===== src/rtl/mem_wb_stage_pkg.sv =====
// Shared pipeline definitions for the MEM/WB stage.
// Control bundle bit positions and stage FSM encodings.
package mem_wb_stage_pkg;

    localparam int MEM_BRANCH  = 3;
    localparam int MEM_READ    = 2;
    localparam int MEM_WRITE   = 1;
    localparam int MEM_BNE     = 0;

    localparam int WB_REGWRITE = 1;
    localparam int WB_MEMTOREG = 0;

    typedef enum logic {
        ST_IDLE = 1'b0,
        ST_WAIT = 1'b1
    } state_t;

endpackage


===== src/rtl/mem_watchdog.sv =====
// Wait-cycle counter for an outstanding data-memory access.
// Flags abort when TIMEOUT cycles pass without an ack.
module mem_watchdog #(
    parameter int TIMEOUT = 255,
    parameter int CNT_W   = 8
) (
    input  logic clk,
    input  logic rst,
    input  logic i_start,
    input  logic i_wait,
    input  logic i_ack,
    output logic o_abort
);

    logic [CNT_W-1:0] r_cnt;

    assign o_abort = i_wait & ~i_ack & (r_cnt == CNT_W'(TIMEOUT));

    always_ff @(posedge clk or posedge rst) begin
        if (rst) begin
            r_cnt <= '0;
        end else if (i_start) begin
            r_cnt <= CNT_W'(1);
        end else if (i_wait) begin
            if (i_ack | o_abort)
                r_cnt <= '0;
            else
                r_cnt <= r_cnt + CNT_W'(1);
        end else begin
            r_cnt <= '0;
        end
    end

endmodule


===== src/rtl/mem_wb_stage.sv =====
// MEM stage: branch resolve, handshaked data access, MEM/WB register.
// Stalls upstream while an access is outstanding.
module mem_wb_stage
    import mem_wb_stage_pkg::*;
#(
    parameter int DATA_W  = 32,
    parameter int TIMEOUT = 255,
    parameter int CNT_W   = 8
) (
    input  logic              clk,
    input  logic              rst,
    input  logic [31:0]       PCPlus4PlusOffReg,
    input  logic              EqualReg,
    input  logic [DATA_W-1:0] ResultReg,
    input  logic [DATA_W-1:0] OutBReg,
    input  logic [4:0]        WrRegReg,
    input  logic [3:0]        MEMReg,
    input  logic [1:0]        WBReg,
    output logic              mem_req,
    output logic              mem_we,
    output logic [31:0]       mem_addr,
    output logic [DATA_W-1:0] mem_wdata,
    input  logic [DATA_W-1:0] mem_rdata,
    input  logic              mem_ack,
    output logic              stall,
    output logic              pc_src,
    output logic [31:0]       branch_target,
    output logic              mem_err,
    output logic [1:0]        WBOut,
    output logic [DATA_W-1:0] ReadDataOut,
    output logic [DATA_W-1:0] ResultOut,
    output logic [4:0]        WrRegOut
);

    state_t r_state;
    state_t w_next;

    logic              w_mem_op;
    logic              w_abort;
    logic              w_stall;
    logic              w_start;
    logic              r_mem_err;
    logic [1:0]        r_wb;
    logic [DATA_W-1:0] r_rdata;
    logic [DATA_W-1:0] r_result;
    logic [4:0]        r_wrreg;

    assign w_mem_op = MEMReg[MEM_READ] | MEMReg[MEM_WRITE];
    assign w_stall  = w_mem_op & ~mem_ack & ~w_abort;
    assign w_start  = (r_state == ST_IDLE) & w_mem_op & ~mem_ack;

    assign pc_src = (MEMReg[MEM_BRANCH] & EqualReg)
                  | (MEMReg[MEM_BNE] & ~EqualReg);
    assign branch_target = PCPlus4PlusOffReg;

    // Write wins when both read and write bits are set.
    assign mem_req   = w_mem_op;
    assign mem_we    = MEMReg[MEM_WRITE];
    assign mem_addr  = 32'(ResultReg);
    assign mem_wdata = OutBReg;
    assign stall     = w_stall;

    assign mem_err     = r_mem_err;
    assign WBOut       = r_wb;
    assign ReadDataOut = r_rdata;
    assign ResultOut   = r_result;
    assign WrRegOut    = r_wrreg;

    mem_watchdog #(
        .TIMEOUT (TIMEOUT),
        .CNT_W   (CNT_W)
    ) u_wdog (
        .clk     (clk),
        .rst     (rst),
        .i_start (w_start),
        .i_wait  (r_state == ST_WAIT),
        .i_ack   (mem_ack),
        .o_abort (w_abort)
    );

    always_ff @(posedge clk or posedge rst) begin
        if (rst)
            r_state <= ST_IDLE;
        else
            r_state <= w_next;
    end

    always_comb begin
        w_next = r_state;
        unique case (r_state)
            ST_IDLE: if (w_mem_op & ~mem_ack) w_next = ST_WAIT;
            ST_WAIT: if (mem_ack | w_abort)   w_next = ST_IDLE;
            default: w_next = ST_IDLE;
        endcase
    end

    always_ff @(posedge clk or posedge rst) begin
        if (rst) begin
            r_mem_err <= 1'b0;
            r_wb      <= '0;
            r_rdata   <= '0;
            r_result  <= '0;
            r_wrreg   <= '0;
        end else begin
            r_mem_err <= w_abort;
            if (w_stall) begin
                r_wb <= '0;
            end else if (w_abort) begin
                r_wb    <= '0;
                r_wrreg <= '0;
            end else begin
                r_wb     <= WBReg;
                r_result <= ResultReg;
                r_wrreg  <= WrRegReg;
                if (MEMReg[MEM_READ])
                    r_rdata <= mem_rdata;
            end
        end
    end

endmodule


===== config.mk =====
export PLATFORM = sky130hd
export DESIGN_NAME = mem_wb_stage
export DESIGN_NICKNAME = d
export VERILOG_FILES = /design/src/rtl/mem_wb_stage_pkg.sv /design/src/rtl/mem_watchdog.sv /design/src/rtl/mem_wb_stage.sv
export SDC_FILE = /design/constraint.sdc
export NUM_CORES = 1
export LEC_CHECK = 0
export ABC_AREA = 1
export BUFFER_PORTS_ARGS = -buffer_cell sky130_fd_sc_hd__buf_4
export CAP_MARGIN = 20
export CORE_AREA = 8 8 117 119
export DETAILED_ROUTE_END_ITERATION = 12
export DIE_AREA = 0 0 125 127
export PLACE_DENSITY = 0.72
export SLEW_MARGIN = 25
export SYNTH_ARGS = -nofsm -noshare
export SYNTH_HDL_FRONTEND = slang
export SYNTH_SLANG_ARGS = --single-unit

===== constraint.sdc =====
create_clock -name clk -period 2.9 [get_ports clk]
set_input_delay 0.29 -clock clk [delete_from_list [all_inputs] [get_ports clk]]
set_output_delay 0.29 -clock clk [all_outputs]
set_load 0.05 [all_outputs]

==> summary.md, run 1 <==
| Metric | Value |
|---|---|
| Setup Buffers After CTS | `0` |
| Unrepaired setup endpoints after global routing | `false` |
| Num rows | `40` |
| Routed len/inst | `between 15 and 20 um` |
| PwrDens | `between 700 and 800 mW/mm^2` |
| Net Switching | `1.26 mW` |
| DIE WIDTH | `approximately 130 um` |
| Util after Layout | `a little over two fifths` |
| Core Region | `approximately 0.012 mm^2` |
| Internal power | `2.39 mW` |
| Clock latency on the worst-skew pair | `about 0.33 ns` |
| Leakage | `approximately 2.8 nW` |
| Final Cell Area | `0.00520 mm^2` |
| Number of enable flip-flop cells after synthesis | `0` |
| Adder-Cell Fraction of Synth Area | `less than 1%` |
| Clk sinks | `slightly above 80` |
| Vias in the first global route | `3,649` |
| Critical Path End Type | `output port` |
| Final Wtd Congestion | `~0.75` |
| I/O Buffers | `between 150 and 200` |
| Initial Util | `between 30% and 40%` |
| DIE AREA | `about 0.016 mm^2` |
| Classification of the worst setup path | `register to output port` |
| Final setup margin | `roughly 0.5 ns` |
| Dpl ws | `between 0.6 and 0.7 ns` |
| Syn Std Cell Area | `around 0.0041 mm^2` |
| Clk pwr share | `a little over a third` |
| Status | `completed` |
| Combinational share of power | `28.2%` |
| Drt total wl | `11,600 um` |
| Compound-gate portion of the synthesized area | `less than 1%` |
| Drt drc | `0` |
| Setup TNS | `0 ns` |
| Ys Warns | `0` |
| CP Data Arrival Time | `~2.1 ns` |
| Nets@finish | `a little under 700` |
| Post-DP Area | `between 0.004 and 0.005 mm^2` |
| Hpwl dp | `8710 um` |
| Register area share after synthesis | `about 50%` |
| Antenna fix cells | `0` |
| CTS clock-pin slew for the worst setup and hold paths | `0.06 ns` |
| Cts repair resizes | `0` |
| Worst endpoint required time | `around 2.6 ns` |
| Relative slew slack | `between 50% and 60%` |
| Setup violations, final | `0` |
| Num CTS Buffers | `9` |
| Worst VDD drop | `257 uV` |
| Final worst path period share | `82.8%` |
| Initial antenna violation count | `0` |
| Htree depth | `3` |
| Final hold violations | `0` |
| Root Buffer | `clkbuf_16` |
| Sw frac | `about a third` |
| Mux contribution to synthesized area | `0.275%` |
| CTS tree | `done` |
| Largest net degree at the start of global routing | `45` |
| Max-cap violation count | `0` |
| Biggest cell delay along the critical path | `about 0.43 ns` |
| I/O Pins | `315` |
| Share of layout cells above drive strength 1 | `39.1%` |
| First-pass GRT wire length | `approximately 18,000 um` |
| Final Skew | `0.00935 ns` |
| Total GRT Usage | `between 10% and 20%` |
| Main synth FF type | `dfrtp_1` |
| Fmax | `between 400 and 500 MHz` |
| DR vias | `approximately 3,300` |
| Cell variety after synth | `22` |
| Startpoint Class | `register` |
| Synth-to-layout area growth | `27.0%` |
| Remaining antenna violation count | `0` |
| Fill count | `1,173` |
| Pins Over Slew Limit | `0` |
| Die height | `about 130 um` |
| Seq pwr share | `~36%` |
| Drt first pass iters | `4` |
| Drt initial violations | `approximately 180` |
| Hold-fix buffers at CTS | `1` |
| CP max FO | `44` |
| Most used cell, CP | `nand2_1` |
| Worst-margin pin slew | `approximately 0.65 ns` |
| Mapped Avg Cell Area | `8.72 um^2` |
| Type of the most critical hold path | `input pin to register` |
| Yosys reg bits | `a little over 80` |
| Synth async-reset ratio | `between 90% and 100%` |
| Synth Area in Simple Gates | `26.9%` |
| Gate Count Post-Synth | `~470` |
| Ordered list of cells on the worst path | `ha_1 > nand2_1 > nor2_1 > nand3_4 > nand2_1 > inv_2 > buf_4` |
| Fin crit period | `approximately 2.4 ns` |
| Post-Synth XOR/XNOR Area | `0%` |
| Critical-path top delay cell | `nand3_4` |
| Remaining Overflow, GRT | `0` |
| Main combinational cell family by area after synthesis | `simple AND/OR/NAND/NOR gates` |
| Syn nets | `approximately 610` |
| Longest Clk Path Bufs | `2` |
| Via density | `4.73` |
cells by family (layout without fill, tap and decap cells):
logic type | after synthesis | in the layout
and+or+nand+nor | 247 | 247
buffers and inverters | 135 | 221
DFF | 81 | 81
AOI/OAI and AO/OA | 4 | 4
adders and majority gates | 1 | 1
muxes | 1 | 1
layout make-up:
cell class                 count  area (um^2)  area share, %
multi-input combinational    253         1150           22.1
clock inverter                 7          119           2.29
clock buffer                   9          225           4.33
inverter                      13         50.0          0.963
timing repair buffer         192         1440           27.8
tap                          147          184           3.54
sequential                    81         2030           39.0
power by group through the flow:
stage	clock (mW)	sequential [mW]	combinational, mW
2_1_floorplan	0	1.71	0.551
6_report	1.30	1.32	1.03
4_1_cts	1.35	1.32	1.04
3_3_place_gp	0	1.33	1.03
5_1_grt	1.40	1.33	1.09
3_5_place_dp	0	1.33	1.04
Yosys cell counts, types with 3 or more instances:
cell | instances | area (um^2)
clkbuf_1 | 7 | 26.3
nand2_1 | 150 | 563
nor2_1 | 13 | 48.8
nand4_1 | 33 | 206
buf_2 | 8 | 40.0
dfrtp_1 | 81 | 2030
nand3_1 | 44 | 220
buf_4 | 101 | 758
buf_1 | 3 | 11.3
buf_6 | 3 | 33.8
inv_1 | 11 | 41.3
per-stage QoR:
stage,power [mW],instances,hold slack (ns)
floorplan,2.26,469,0.396
global placement,2.36,685,0.319
detailed placement,2.38,685,0.333
CTS,3.71,702,0.171
global route,3.81,702,0.178
finish,3.65,702,0.185
layer usage:
| layer | up-vias | wire [um] | track usage (%) |
|---|---|---|---|
| met5 | - | 0 | 0 |
| met4 | 0 | 425 | 8.74 |
| met3 | 56 | 908 | 4.24 |
| met2 | 145 | 5830 | 24.8 |
| met1 | 1555 | 4390 | 14.8 |
| li1 | 1567 | - | - |
placed cells by master (no fill, tap or decap), types with 3 or more instances in the layout:
cell       count
buf_4        191
nand2_1      149
dfrtp_1       81
nand3_1       44
nand4_1       33
nor2_1        13
inv_1         10
clkbuf_16      9
bufinv_16      3
flip-flops by register name, indices dropped and copies added (netlist names):
signal / count
u_wdog.r_cnt: 8
ReadDataOut: 32
mem_err: 1
r_state: 1
ResultOut: 32
WrRegOut: 5
WBOut: 2
worst paths after layout:
check / slack, ns / depth (start not counted) / start / to
max: 0.50 / 7 / u_wdog.r_cnt[0] / stall
min: 0.19 / 3 / WBReg[0] / WBOut[0]
max reg2reg: 0.66 / 7 / u_wdog.r_cnt[0] / ResultOut[24]
min reg2reg: 0.47 / 2 / ResultOut[4] / ResultOut[4]
max in group asynchronous: 1.61 / 4 / rst / ResultOut[27]
min in group asynchronous: 0.52 / 3 / rst / ResultOut[7]
worst max-delay path: cells and delay by family (launching register included):
family	cells	cell delay [ns]
fa+ha+maj	1	0.20
buf+inv	2	0.30
flops	1	0.37
simple gates	4	0.91
(Power assumes the default switching activity.)
==> inputs of run 2 (changes only) <==
==> constraint.sdc (replaced) <==
create_clock -name clk -period 2.5 [get_ports clk]
set_input_delay 0.25 -clock clk [delete_from_list [all_inputs] [get_ports clk]]
set_output_delay 0.25 -clock clk [all_outputs]
set_load 0.05 [all_outputs]
==> run 2 against run 1 <==
  * The run now ends with hold timing left
  * Register-to-register slack lost 0.20 ns
  * Sequential cell count unchanged
  * First-iteration DRC count shrank 21%
  * Sequential power rose by 16%
  * Die area is the same
  * Largest cell class unchanged
==> summary.md, run 2 (synthesis results as in run 1) <==
| Metric | Value |
|---|---|
| Status | `finished, violations left (was completed)` |
| Failing checks | `hold timing` |
| R2R depth | `7 (unchanged)` |
| Via density | `4.74 (was 4.73)` |
| Num CTS Buffers | `9 (unchanged)` |
| Remaining Overflow, GRT | `0 (unchanged)` |
| Drt initial violations | `138 (was 175)` |
| Unrepaired setup endpoints after global routing | `false (unchanged)` |
| Largest net degree at the start of global routing | `49 (was 45)` |
| Util after Layout | `43.8% (was 44.0%)` |
| Worst endpoint required time | `2.25 ns (was 2.61 ns)` |
| Classification of the worst setup path | `register to output port (unchanged)` |
| Final Wtd Congestion | `0.815 (was 0.750)` |
| PwrDens | `799 mW/mm^2 (was 702 mW/mm^2)` |
| Hpwl dp | `8460 um (was 8710 um)` |
| Share of layout cells above drive strength 1 | `39.0% (was 39.1%)` |
| Routed len/inst | `16.2 um (was 16.5 um)` |
| Drt drc | `0 (unchanged)` |
| Setup TNS | `0 ns (unchanged)` |
| Root Buffer | `clkbuf_16 (unchanged)` |
| Total GRT Usage | `14.1% (was 14.2%)` |
| Clk sinks | `81 (unchanged)` |
| Synth-to-layout area growth | `26.6% (was 27.0%)` |
| Cts repair resizes | `0 (unchanged)` |
| Critical Path End Type | `output port (unchanged)` |
| DR vias | `3,321 (was 3,323)` |
| Setup Buffers After CTS | `0 (unchanged)` |
| Nets@finish | `693 (was 694)` |
| DIE AREA | `0.0159 mm^2 (unchanged)` |
| Fmax | `around 450 MHz` |
| Num rows | `40 (unchanged)` |
| Setup violations, final | `0 (unchanged)` |
| Clock latency on the worst-skew pair | `0.34 ns (was 0.33 ns)` |
| Leading cell type in the layout, fill and taps excluded | `buf_4 (unchanged)` |
| Leakage | `2.81 nW (about the same)` |
| Post-DP Area | `0.00485 mm^2 (was 0.00484 mm^2)` |
| Inst Count DP | `685 (unchanged)` |
| I/O Pins | `315 (unchanged)` |
| Worst VDD drop | `273 uV (was 257 uV)` |
| Core Region | `0.0118 mm^2 (unchanged)` |
| CP Data Arrival Time | `1.95 ns (was 2.11 ns)` |
| Startpoint Class | `register (unchanged)` |
| Relative slew slack | `56.6% (was 56.4%)` |
| Drt first pass iters | `4 (unchanged)` |
| Biggest cell delay along the critical path | `0.38 ns (was 0.43 ns)` |
| First-pass GRT wire length | `18,100 um (was 18,300 um)` |
| Initial Util | `34.6% (unchanged)` |
| R2r setup slk | `0.46 ns (was 0.66 ns)` |
| Final hold violations | `11 (was 0)` |
| Most frequent cells in the layout | `buf_4 (190), nand2_1 (149), dfrtp_1 (81), nand3_1 (44), nand4_1 (33) (was buf_4 (191), nand2_1 (149), dfrtp_1 (81), nand3_1 (44), nand4_1 (33))` |
| Type of the most critical hold path | `input pin to async pin (was input pin to register)` |
| Crit Reg-Reg Endpoint | `ResultOut[6] (was ResultOut[24])` |
| Hold Slack | `-0.00391 ns (was 0.185 ns)` |
| Post-route non-filler standard cell count | `701 (was 702)` |
| Most used cell, CP | `nand2_1 (unchanged)` |
| Vias in the first global route | `3,478 (was 3,649)` |
| Fin crit period | `approximately 2.2 ns` |
| Antenna fix cells | `0 (unchanged)` |
| Drt total wl | `11,300 um (was 11,600 um)` |
| Critical-path top delay cell | `dfrtp_1 (was nand3_4)` |
| Final worst path period share | `88.0%` |
| Initial antenna violation count | `0 (unchanged)` |
| I/O Buffers | `186 (unchanged)` |
| DIE WIDTH | `125 um (unchanged)` |
| Htree depth | `3 (unchanged)` |
| Die height | `127 um (unchanged)` |
| Max-cap violation count | `0 (unchanged)` |
| CTS clock-pin slew for the worst setup and hold paths | `0.06 ns (about the same)` |
| Worst-margin pin slew | `0.650 ns (was 0.652 ns)` |
| CTS tree | `done (unchanged)` |
| Remaining antenna violation count | `0 (unchanged)` |
| Final Skew | `0.0113 ns (was 0.00935 ns)` |
| CP max FO | `26 (was 44)` |
| Hold-fix buffers at CTS | `0 (was 1)` |
| Pins Over Slew Limit | `0 (unchanged)` |
| Longest Clk Path Bufs | `2 (unchanged)` |
| Final Cell Area | `0.00518 mm^2 (was 0.00520 mm^2)` |
| Ordered list of cells on the worst path | `ha_1 > nand2_1 > nor2_1 > nand3_4 > nand2_1 > inv_2 > buf_4 (unchanged)` |
| R2r startpoint | `u_wdog.r_cnt[0] (unchanged)` |
-- run 2: metal layers --
metal | GRT usage [%] | wire length (um)
met1 | 14.9 | 4260
met3 | 4.70 | 873
met5 | 0 | 0
met2 | 23.1 | 5580
met4 | 11.0 | 628
-- run 2: worst max path at each step --
stage | startpoint | end | slack (ns) | cells after the start
global route | u_wdog.r_cnt[0] | stall | 0.1 | 7
finish | u_wdog.r_cnt[0] | stall | 0.30 | 7
detailed placement | u_wdog.r_cnt[0] | ReadDataOut[9] | 0.45 | 7
CTS | u_wdog.r_cnt[0] | stall | 0.26 | 7
global placement | u_wdog.r_cnt[0] | ReadDataOut[3] | 0.50 | 7
floorplan | rst | ReadDataOut[0] | 0.17 | 1
-- run 2: area by class of cell --
| class | count | area [um^2] |
|---|---|---|
| clock inverters | 5 | 78.8 |
| clock buffers | 11 | 243 |
| fillers | 1162 | 6640 |
| well taps | 147 | 184 |
| inverters | 13 | 50.0 |
| multi-input cells | 253 | 1150 |
| repair buffers | 191 | 1450 |
| flip-flops and latches | 81 | 2030 |
-- run 2: worst max-delay path, delay by kind of cell, from the launching register on --
| kind | cells | cell delay [ns] |
|---|---|---|
| buffers and inverters | 2 | 0.28 |
| adders and majority gates | 1 | 0.20 |
| and+or+nand+nor | 4 | 0.75 |
| DFF | 1 | 0.38 |
-- run 2: where the power goes --
| part | total (mW) | switching (mW) | internal (mW) |
|---|---|---|---|
| Sequential | 1.53 | 0.0807 | 1.44 |
| Clock | 1.42 | 0.517 | 0.900 |
| Combinational | 1.19 | 0.833 | 0.358 |
-- run 2: stage by stage --
stage	setup WS [ns]	power, mW
after floorplan	0.170	2.63
after global placement	0.495	2.74
after detailed placement	0.450	2.76
after CTS	0.264	4.20
after global routing	0.0969	4.32
final	0.299	4.13
==> inputs of run 3 (changes only) <==
--- a/config.mk
+++ b/config.mk
@@ -12,6 +12,7 @@
 export DETAILED_ROUTE_END_ITERATION = 12
 export DIE_AREA = 0 0 125 127
 export PLACE_DENSITY = 0.72
+export SETUP_SLACK_MARGIN = 0.4
 export SLEW_MARGIN = 25
 export SYNTH_ARGS = -nofsm -noshare
 export SYNTH_HDL_FRONTEND = slang
==> run 3 against run 2 <==
  * The run now ends clean
  * Critical path depth rose by 1
  * Largest cell class unchanged
  * Routed wire length increased by 0.41%
  * Design area about the same
  * Critical endpoint unchanged
  * First-iteration DRC count shrank 26%
  * Clock skew decreased by 0.0054 ns
==> summary.md, run 3 (synthesis results as in run 1) <==
| Metric | Value |
|---|---|
| Status | `completed (was finished, violations left)` |
| Num CTS Buffers | `9 (unchanged)` |
| DR vias | `3,312 (was 3,321)` |
| Hpwl dp | `8550 um (was 8460 um)` |
| Die height | `127 um (unchanged)` |
| DIE WIDTH | `125 um (unchanged)` |
| Drt drc | `0 (unchanged)` |
| CP max FO | `18 (was 26)` |
| Fill count | `1,154 (was 1,162)` |
| Final worst path period share | `79.5% (was 88.0%)` |
| Type of the most critical hold path | `input pin to async pin (unchanged)` |
| Antenna fix cells | `0 (unchanged)` |
| PwrDens | `782 mW/mm^2 (was 799 mW/mm^2)` |
| Drt initial violations | `102 (was 138)` |
| Final Wtd Congestion | `0.776 (was 0.815)` |
| Startpoint Class | `register (unchanged)` |
| Vias in the first global route | `3,541 (was 3,478)` |
| Leading cell type in the layout, fill and taps excluded | `buf_4 (unchanged)` |
| Htree depth | `3 (unchanged)` |
| Clock latency on the worst-skew pair | `0.33 ns (was 0.34 ns)` |
| Cts repair resizes | `2 (was 0)` |
| FF+latch area | `0.00203 mm^2 (unchanged)` |
| Initial Util | `34.6% (unchanged)` |
| Largest net degree at the start of global routing | `55 (was 49)` |
| Initial antenna violation count | `0 (unchanged)` |
| CTS clock-pin slew for the worst setup and hold paths | `0.06 ns (about the same)` |
| Classification of the worst setup path | `register to output port (unchanged)` |
| Drt total wl | `11,400 um (was 11,300 um)` |
| First-pass GRT wire length | `18,500 um (was 18,100 um)` |
| Fmax | `503 MHz (was 454 MHz)` |
| Worst endpoint required time | `2.25 ns (about the same)` |
| Clk sinks | `81 (unchanged)` |
| Setup Buffers After CTS | `0 (unchanged)` |
| I/O Pins | `315 (unchanged)` |
| Hold-fix buffers at CTS | `0 (unchanged)` |
| I/O Buffers | `186 (unchanged)` |
| Setup violations, final | `0 (unchanged)` |
| Drt first pass iters | `4 (unchanged)` |
| Critical Path End Type | `output port (unchanged)` |
| Via density | `4.72 (was 4.74)` |
| Total GRT Usage | `14.2% (was 14.1%)` |
| Multi-input gate area | `0.00115 mm^2 (about the same)` |
| Final hold violations | `0 (was 11)` |
| Max-cap violation count | `0 (unchanged)` |
| Unrepaired setup endpoints after global routing | `false (unchanged)` |
| Worst VDD drop | `377 uV (was 273 uV)` |
| Longest Clk Path Bufs | `2 (unchanged)` |
| Util after Layout | `43.9% (was 43.8%)` |
| Most frequent cells in the layout | `buf_4 (188), nand2_1 (149), dfrtp_1 (81), nand3_1 (44), nand4_1 (33) (was buf_4 (190), nand2_1 (149), dfrtp_1 (81), nand3_1 (44), nand4_1 (33))` |
| Worst-margin pin slew | `0.674 ns (was 0.650 ns)` |
| Final Skew | `0.00589 ns (was 0.0113 ns)` |
| Root Buffer | `clkbuf_16 (unchanged)` |
| Num rows | `40 (unchanged)` |
| Remaining Overflow, GRT | `0 (unchanged)` |
| Pins Over Slew Limit | `0 (unchanged)` |
| Routed len/inst | `16.3 um (was 16.2 um)` |
| Setup TNS | `0 ns (unchanged)` |
| Remaining antenna violation count | `0 (unchanged)` |
| Post-route non-filler standard cell count | `701 (unchanged)` |
| DIE AREA | `0.0159 mm^2 (unchanged)` |
| Nets@finish | `693 (unchanged)` |
| Fin crit period | `1.99 ns (was 2.20 ns)` |
| Leakage | `2.80 nW (was 2.81 nW)` |
| CP Data Arrival Time | `1.74 ns (was 1.95 ns)` |
| Synth-to-layout area growth | `26.7% (was 26.6%)` |
| Relative slew slack | `55.0% (was 56.6%)` |
| Share of layout cells above drive strength 1 | `39.4% (was 39.0%)` |
| CTS tree | `done (unchanged)` |
| Core Region | `0.0118 mm^2 (unchanged)` |
| Inst Count DP | `685 (unchanged)` |
-- run 3: worst paths after layout --
| check | startpoint | to | slack (ns) | cells after the start |
|---|---|---|---|---|
| max | u_wdog.r_cnt[0] | stall | 0.51 | 8 |
| min | rst | ResultOut[1] | 0.02 | 2 |
| max reg2reg | u_wdog.r_cnt[0] | ReadDataOut[27] | 0.70 | 7 |
| min reg2reg | ResultOut[9] | ResultOut[9] | 0.47 | 2 |
| max in group asynchronous | rst | ResultOut[8] | 1.82 | 3 |
| min in group clk | WBReg[1] | WBOut[1] | 0.14 | 3 |
-- run 3: stage by stage --
step	cell area (um^2)	power [mW]	hold slack [ns]	worst slack (ns)
after CTS	5170	4.11	0.0344	0.435
after global routing	5180	4.23	0.0526	0.401
final	5180	4.05	0.0171	0.511
after global placement	4860	2.74	0.388	0.677
after floorplan	4090	2.63	0.356	0.815
after detailed placement	4860	2.76	0.400	0.622
-- run 3: worst max-delay path, stage by stage (launching register included) --
cell     delay, ns
dfrtp_1       0.40
ha_1          0.23
nand2_1       0.09
nor2_2        0.06
nand3_4       0.11
buf_8         0.16
nand2_1       0.07
inv_2         0.12
buf_8         0.16
-- run 3: area by class of cell --
class,instances,area share [%]
sequential,81,39.1
timing repair buffer,191,28.2
multi-input combinational,253,22.2
clock buffer,10,4.61
tap,147,3.55
clock inverter,6,1.30
inverter,13,1.01
-- run 3: metal layers --
layer	share of wire [%]	track usage (%)	wire, um
met3	7.6	4.74	866
met1	38	15.2	4360
met2	51	24.7	5820
met4	3.1	7.23	351
met5	0	0	0
-- run 3: power by group --
part | switching, mW | internal [mW]
combinational | 0.834 | 0.359
clock | 0.531 | 0.802
sequential | 0.0819 | 1.44
total | 1.45 | 2.60
